<file path="src/rtl/risc16_core.sv">
// Single-cycle 16-bit load/store RISC core with internal instruction ROM and data RAM.
// Optional HALT opcode and halted output enabled by defining RISC16_HALT_EN.
module risc16_core #(
  parameter int unsigned  IMEM_DEPTH = 16,
  parameter int unsigned  DMEM_DEPTH = 8,
  // Word i of the ROM image lives in IMEM_INIT[i*16 +: 16]; words beyond 16 read as zero.
  parameter logic [255:0] IMEM_INIT  = {
    16'h0000, 16'hD000, 16'hC040, 16'hB040,
    16'h2000, 16'h9050, 16'h8050, 16'h7050,
    16'h6050, 16'h5050, 16'h4010, 16'h3050,
    16'h1280, 16'h2050, 16'h0441, 16'h0400
  }
) (
  input  logic        clk,
  input  logic        reset,
  output logic [15:0] pc,
  output logic [15:0] instr
`ifdef RISC16_HALT_EN
  ,
  output logic        halted
`endif
);

  typedef enum logic [3:0] {
    OP_LD  = 4'h0, OP_ST  = 4'h1, OP_ADD = 4'h2, OP_SUB = 4'h3,
    OP_INV = 4'h4, OP_LSL = 4'h5, OP_LSR = 4'h6, OP_AND = 4'h7,
    OP_OR  = 4'h8, OP_SLT = 4'h9, OP_RSA = 4'hA, OP_BEQ = 4'hB,
    OP_BNE = 4'hC, OP_JMP = 4'hD, OP_RSE = 4'hE, OP_HLT = 4'hF
  } opcode_e;

  function automatic logic [DMEM_DEPTH*16-1:0] dmem_image();
    logic [DMEM_DEPTH*16-1:0] img;
    img = '0;
    for (int unsigned i = 0; i < DMEM_DEPTH; i++) img[i*16 +: 16] = 16'(i + 1);
    return img;
  endfunction

  // Data RAM keeps its power-up image across reset, so it is an initialised, never-reset store.
  logic [DMEM_DEPTH*16-1:0] dmem_q = dmem_image();

  logic [15:0] regs [8];
  logic [31:0] imem_idx;
  logic [31:0] dmem_idx;
  opcode_e     op;
  logic [2:0]  ra_i, rb_i, rd_i;
  logic [15:0] rav, rbv, imm, addr, rdata, pc_next, reg_wd;
  logic [2:0]  reg_wa;
  logic        reg_we, mem_we, zero_flag;
`ifdef RISC16_HALT_EN
  logic        halt_q;
`endif

  always_comb begin
    imem_idx = 32'(pc) % IMEM_DEPTH;
    instr    = (imem_idx < 32'd16) ? IMEM_INIT[imem_idx*16 +: 16] : '0;
  end

  always_comb begin
    op        = opcode_e'(instr[15:12]);
    ra_i      = instr[11:9];
    rb_i      = instr[8:6];
    rd_i      = instr[5:3];
    imm       = {{10{instr[5]}}, instr[5:0]};
    rav       = regs[ra_i];
    rbv       = regs[rb_i];
    addr      = rav + imm;
    dmem_idx  = 32'(addr) % DMEM_DEPTH;
    rdata     = dmem_q[dmem_idx*16 +: 16];
    zero_flag = ((rav - rbv) == 16'h0000);
  end

  always_comb begin
    pc_next = pc + 16'd1;
    reg_we  = 1'b0;
    reg_wa  = rd_i;
    reg_wd  = '0;
    mem_we  = 1'b0;
    case (op)
      OP_LD:  begin reg_we = 1'b1; reg_wa = rb_i; reg_wd = rdata; end
      OP_ST:  mem_we = 1'b1;
      OP_ADD: begin reg_we = 1'b1; reg_wd = rav + rbv; end
      OP_SUB: begin reg_we = 1'b1; reg_wd = rav - rbv; end
      OP_INV: begin reg_we = 1'b1; reg_wd = ~rav; end
      OP_LSL: begin reg_we = 1'b1; reg_wd = rav << rbv[3:0]; end
      OP_LSR: begin reg_we = 1'b1; reg_wd = rav >> rbv[3:0]; end
      OP_AND: begin reg_we = 1'b1; reg_wd = rav & rbv; end
      OP_OR:  begin reg_we = 1'b1; reg_wd = rav | rbv; end
      OP_SLT: begin reg_we = 1'b1; reg_wd = {15'b0, rav < rbv}; end
      OP_BEQ: if (zero_flag)  pc_next = pc + 16'd1 + imm;
      OP_BNE: if (!zero_flag) pc_next = pc + 16'd1 + imm;
      OP_JMP: pc_next = {4'b0000, instr[11:0]};
`ifdef RISC16_HALT_EN
      // The halting instruction stays at pc, so holding here also covers the halted state.
      OP_HLT: pc_next = pc;
`endif
      default: ;
    endcase
  end

  always_ff @(posedge clk or posedge reset) begin
    if (reset) begin
      pc <= '0;
      for (int unsigned i = 0; i < 8; i++) regs[i] <= '0;
    end else begin
      pc <= pc_next;
      if (reg_we) regs[reg_wa] <= reg_wd;
    end
  end

  always_ff @(posedge clk) begin
    if (mem_we && !reset) dmem_q[dmem_idx*16 +: 16] <= rbv;
  end

`ifdef RISC16_HALT_EN
  always_ff @(posedge clk or posedge reset) begin
    if (reset)              halt_q <= 1'b0;
    else if (op == OP_HLT)  halt_q <= 1'b1;
  end

  assign halted = halt_q;
`endif

endmodule

</file>
<file path="config.mk">
export PLATFORM = sky130hd
export DESIGN_NAME = risc16_core
export DESIGN_NICKNAME = d
export VERILOG_FILES = /design/src/rtl/risc16_core.sv
export SDC_FILE = /design/constraint.sdc
export NUM_CORES = 1
export LEC_CHECK = 0
export CORE_MARGIN = 8
export CORE_UTILIZATION = 45
export DETAILED_ROUTE_END_ITERATION = 8
export MAX_ROUTING_LAYER = met4
export PLACE_DENSITY_LB_ADDON = 0.3
export SLEW_MARGIN = 30
export SYNTH_ARGS = -nofsm -noshare
export SYNTH_HDL_FRONTEND = slang
export SYNTH_SLANG_ARGS = --single-unit
export TNS_END_PERCENT = 5
</file>
<file path="constraint.sdc">
create_clock -name clk -period 11.9 [get_ports clk]
set_input_delay 2.38 -clock clk [delete_from_list [all_inputs] [get_ports clk]]
set_output_delay 2.38 -clock clk [all_outputs]
set_load 0.01 [all_outputs]
</file>
## After elaboration in Yosys (flattened, before gate mapping)

Index checks and enable logic that the tools add are counted.
Widths: inputs -> output; s select.

| word-level totals | value |
|---|---|
| bits in registers | 272 |
| bits of input ports | 2 |
| output and inout port bits | 32 |
| logic and storage cells | 70 |

| operators by class | value |
|---|---|
| add/subtract/negate cells | 6 |
| magnitude comparators | 6 |
| eq/ne operators | 12 |
| shift operators | 6 |
| mux-type cells | 18 |
| bitwise gates (word level) | 6 |
| reduce and logical (&&, ||, !) cells | 6 |

Operator list:

| operator | number |
|---|---|
| $bwmux 128 | 2 |
| $shiftx 256x9->16 const A | 1 |
| $pmux 16 s9 | 1 |
| $mux 16 | 8 |
| $shift 16x34->128 const A | 1 |
| $shiftx 128x8->16 | 1 |
| $shiftx 16x34->128 | 1 |
| $bmux 16 s3 | 2 |
| $demux 16 s3 | 1 |
| $pmux 16 s3 | 1 |
| $neg 7->34 | 1 |
| $add 16x16->16 | 2 |
| $eq 4x4->1 const B | 5 |
| $add 16x1->16 const B | 1 |
| $and 16x16->16 | 1 |
| $eq 4x3->1 const B | 4 |
| $logic_not 16->1 | 1 |
| $lt 16x16->1 | 1 |
| $not 16->16 | 1 |
| $or 16x16->16 | 1 |
| $shl 16x4->16 | 1 |
| $shr 16x4->16 | 1 |
| $sub 16x16->16 | 1 |
| $ge 4x4->1 const B | 3 |
| 12 further kinds | 17 |

## Depth between registers and ports, before layout

| logic depth | value |
|---|---|
| word-level depth | 10 |
| mapped depth | 28 |
| mapped depth without buffers | 20 |

## Worst setup path after synthesis

Ideal clock, no wire load.

| timing path | value |
|---|---|
| path type | register -> register |
| start point | reg pc[0] |
| end point | reg dmem_q[100] (enable) |
| library setup time | 388 ps |
| arrival time | 5917 ps |
| required time | 11512 ps |
| slack | 5595 ps |
| cell stages (with the launch flop) | 20 |
| cells stage by stage | dfrtp_1 > ha_1 > ha_1 > nand2b_1 > buf_2 > buf_1 > mux4_2 > ha_1 > ha_1 > clkbuf_1 > buf_1 > clkbuf_1 > inv_1 > ha_1 > ha_1 > nand3b_1 > or3_1 > clkbuf_1 > clkbuf_1 > nor2_1 |

| between the ends | value |
|---|---|
| word-level cells in the longest chain between the ends | 5 |
| elaborated cells on any way between the ends | 6 |
| classes of those cells | 1 x order compare; 1 x eq/ne; 1 x shift; 2 x mux; 1 x reduce/logical |

RTL lines:

| what | line | text |
|---|---|---|
| from (decl) | 16 | `output logic [15:0] pc,` |
| from (signal assigned) | 105 | `pc <= pc_next;` |
| $shiftx 256x9->16 or $lt 4x5->1 (tied branches) | 55 | `instr = (imem_idx < 32'd16) ? IMEM_INIT[imem_idx*16 +: 16] : '0;` |
| $mux 16 * | 55 |  |
| $eq 4x1->1 * | 78 | `case (op)` |
| $mux 1 * | 78 |  |
| $logic_and 1x1->1 * | 111 | `if (mem_we && !reset) dmem_q[dmem_idx*16 +: 16] <= rbv;` |
| to (signal, indexed assignment) | 111 |  |
| to (decl) | 39 | `logic [DMEM_DEPTH*16-1:0] dmem_q = dmem_image();` |

Every way passes the cells marked *; elsewhere a longest branch is shown, timed or not.
A chain may end at the register's enable or synchronous reset.

## Worst setup path in the final report

| timing path | value |
|---|---|
| start point | reg pc[2] |
| end point | reg pc[6] |

| between the ends | value |
|---|---|
| word-level cells in the longest chain between the ends | 10 |
| elaborated cells on any way between the ends | 21 |
| classes of those cells | 3 x add/sub; 1 x order compare; 3 x eq/ne; 1 x shift; 10 x mux; 2 x bitwise; 1 x reduce/logical |

RTL lines:

| what | line | text |
|---|---|---|
| $shiftx 256x9->16 or $lt 4x5->1 (tied branches) | 55 |  |
| $mux 16 | 55 |  |
| $not 3->4 (on tied branches) | 64, 65 |  |
| $bmux 16 s3 (on tied branches) | 64, 65 |  |
| $mux 16 (on tied branches) (2 in a row) | 64, 65 |  |
| $sub 16x16->16 | 69 | `zero_flag = ((rav - rbv) == 16'h0000);` |
| $logic_not 16->1 | 69 |  |
| $mux 16 (on tied branches) | 90, 89 |  |
| $pmux 16 s3 * | 78 |  |
| net pc_next[6] | 46 | `logic [15:0] rav, rbv, imm, addr, rdata, pc_next, reg_wd;` |

The timed path passes the listed nets; every way through them passes the cells marked *. The select of a mux whose other input is x is not followed.

==> results.py <==
metrics = {
    "clock_tree": {
        "numCtsBuffers": 24,
        "cts_max_level": 1,
        "clock_latency_ns": 0.54,
        "cts-root-buf": "clkbuf_16",
        "cts_resized": 0,
        "cts.sinks": 208,
        "post_cts_buffers": 0,
        "clkTransAtPathRegs_ns": 0.06,
        "cts_hold_buf": 0,
        "clock_path_buffers": 3,
        "cts_tree": "yes",
    },
    "global_route": {
        "antenna_found_initial": 0,
        "grt_pass1_wl_um": 73500,
        "globalRouteMet3Util_pct": 4.20,
        "grt_util_met1_pct": 32.1,
        "track_usage_pct": 25.5,
        "top_usage_layer": "met2",
        "grt_max_degree": 65,
        "grt-ovfl-total": 0,
        "grt_pass1_vias": 12100,
        "globalRouteMet2Util_pct": 40.4,
    },
    "drt": {
        "wl_per_cell_um": 24.1,
        "first_iter_violations": 1349,
        "viasPerCell": 6.27,
        "postRouteAntennaNets": 0,
        "vias": 12600,
        "first_pass_iters": 6,
        "drc_errors": 0,
        "routed_wl_um": 48300,
    },
    "min_path": {
        "min_path_type": "reg2reg",
        "min_from": "regs[113]",
    },
    "timing": {
        "tightest_slew_ns": 1.09,
        "relSlewSlack_pct": 26.8,
        "rsz0062_at_grt": "false",
        "setup_tns_ns": 0,
        "hold_viol": 0,
        "period_share_pct": 59.0,
        "finalMaxSlewViolations": 0,
        "setup_viol": 0,
        "clock_skew_ns": 0.0177,
        "fin_crit_ns": 7.02,
        "fmax_mhz": 143,
        "fin_hold_ws_ns": 0.508,
    },
    "synth": {
        "synth_seq_area_share_pct": 40.0,
        "avgSynthCellArea_um2": 9.38,
        "synth_warnings": 0,
        "postSynthCellCount": 1559,
        "synth-edff-count": 128,
        "synth_top_cell_by_area": "edfxtp_1",
        "synth_most_common_cell": "nor2_1",
        "async_reset_ff_share_pct": 38.5,
        "synthTopCellsByArea": "edfxtp_1 26%, dfrtp_1 14%, mux4_2 7.1%",
        "yosysTopAreaCellShare_pct": 26.3,
        "ys_ff_latch": 208,
        "syn_area_um2": 14600,
        "yosys-top-cells-count": "232 x nor2_1, 214 x nand2_1, 128 x edfxtp_1, 86 x a21oi_1, 80 x dfrtp_1",
        "synthFlopType": "edfxtp_1",
        "synth.distinct_cells": 94,
    },
    "floorplan": {
        "core_um2": 32300,
        "io_pins": 34,
        "dieArea_um2": 38500,
        "rows": 66,
        "die_w_um": 196,
        "start_util_pct": 45.3,
        "die_h_um": 196,
    },
    "cells_and_area": {
        "fin_nets": 1613,
        "fillers": 2982,
        "area_delta_synth_final_pct": 10.6,
        "drive_gt1_share_pct": 13.9,
        "diodes": 0,
        "post-route-util_pct": 50.1,
        "finalInstanceArea_um2": 16200,
        "multi_input_area_um2": 8110,
        "final-seq-area_um2": 5850,
    },
    "worst_setup_path": {
        "cp_cell_sequence": "inv_1, ha_1, nand2b_2, buf_4, inv_1, buf_4, nand2_1, nand2_1, o21ai_1, inv_1, ha_1, clkinv_1, a21oi_1, nor3_1, o2111ai_2, a31o_2, o31ai_1, nand3_1, nor4_4, buf_4, mux2i_1, o221ai_1, o311ai_1",
        "regToRegStartpoint": "pc[2]",
        "critPathMaxFanout": 50,
        "critPathRequiredTime_ns": 12.33,
        "slowest_stage": "dfrtp_1",
        "cp-start-kind": "flop",
        "crit_start": "pc[2]",
        "worstSetupEndpointType": "flop",
        "cp.arrival_ns": 7.45,
        "critPathKind": "reg2reg",
        "critPathMaxStageDelay_ns": 0.67,
    },
    "placed_design": {
        "placed_area_um2": 15300,
        "portBuffers": 27,
        "gpl.final_weighted_congestion": 1.03,
        "dp_hpwl_um": 34800,
    },
    "job": {
        "drv_cap": 0,
    },
    "outcome": {
        "status": "complete, no violations",
    },
}
-- cells in the final DEF, fill, tap and decap left out, types with 14 or more instances in the layout --
| master | n |
|---|---|
| nor2_1 | 228 |
| nand2_1 | 214 |
| edfxtp_1 | 128 |
| a21oi_1 | 86 |
| dfrtp_1 | 80 |
| ha_1 | 60 |
| o21ai_0 | 55 |
| inv_1 | 54 |
| mux4_2 | 46 |
| mux2_2 | 44 |
| nand3_1 | 35 |
| buf_4 | 35 |
| nor3_1 | 34 |
| mux2i_1 | 31 |
| clkdlybuf4s50_1 | 27 |
| a211oi_1 | 25 |
| clkbuf_16 | 24 |
| o22ai_1 | 22 |
| o21ai_1 | 22 |
| xnor2_1 | 21 |
| o211ai_1 | 15 |
| a21o_1 | 14 |
| a31oi_1 | 14 |
| and3_1 | 14 |
| xor2_1 | 14 |
-- flip-flops by register name, indices dropped and copies added (netlist names) --
signal	cells
pc	16
dmem_q	128
regs	64
-- critical path, delay by kind of cell (launching register included) --
kind                       cells  cell delay (ns)
buffers and inverters          7             2.03
AOI/OAI and AO/OA              7             1.77
and+or+nand+nor                6             1.17
adders and majority gates      2             0.79
DFF                            1             0.67
muxes                          1             0.43
-- final timing paths --
check                       endpoint  slack, ns  cells after the start
setup / recovery               pc[6]       4.88                     23
hold / removal             regs[113]       0.51                      1
setup reg to reg               pc[6]       4.88                     23
hold reg to reg            regs[113]       0.51                      1
max in group asynchronous  regs[105]       8.58                      3
min in group asynchronous      pc[3]       2.18                      2
-- layout make-up --
| type | count | area share [%] |
|---|---|---|
| clock buffers | 27 | 3.91 |
| clock inverters | 15 | 1.57 |
| inverters | 66 | 1.56 |
| multi-input cells | 1186 | 50.1 |
| flip-flops and latches | 208 | 36.1 |
| well taps | 442 | 3.42 |
| repair buffers | 62 | 3.29 |
-- layer usage --
| layer | share of wire [%] | wire length, um |
|---|---|---|
| met4 | 4.8 | 2300 |
| met5 | 0 | 0 |
| met2 | 46 | 22300 |
| met3 | 8.8 | 4260 |
| met1 | 40 | 19500 |
-- stage by stage --
stage	worst slack, ns	cells
final	4.88	2006
after global placement	5.13	1964
after detailed placement	4.95	1964
after CTS	4.91	2006
after global routing	4.22	2006
after floorplan	5.59	1564
-- logic make-up (layout without fill, tap and decap cells) --
group | count (synthesis) | count (layout) | share of synthesized area [%]
compound gates | 357 | 357 | 16.6
xor+xnor | 35 | 35 | 2.10
fa+ha+maj | 63 | 63 | 5.49
buf+inv | 170 | 170 | 4.97
flops | 208 | 208 | 40.0
mux | 124 | 124 | 12.9
other cells | 1 | 6 | 0.0256
simple gates | 601 | 601 | 18.0
Power is not shown: default switching activity piles up to over one toggle a cycle in this logic, so the estimate is an artifact.
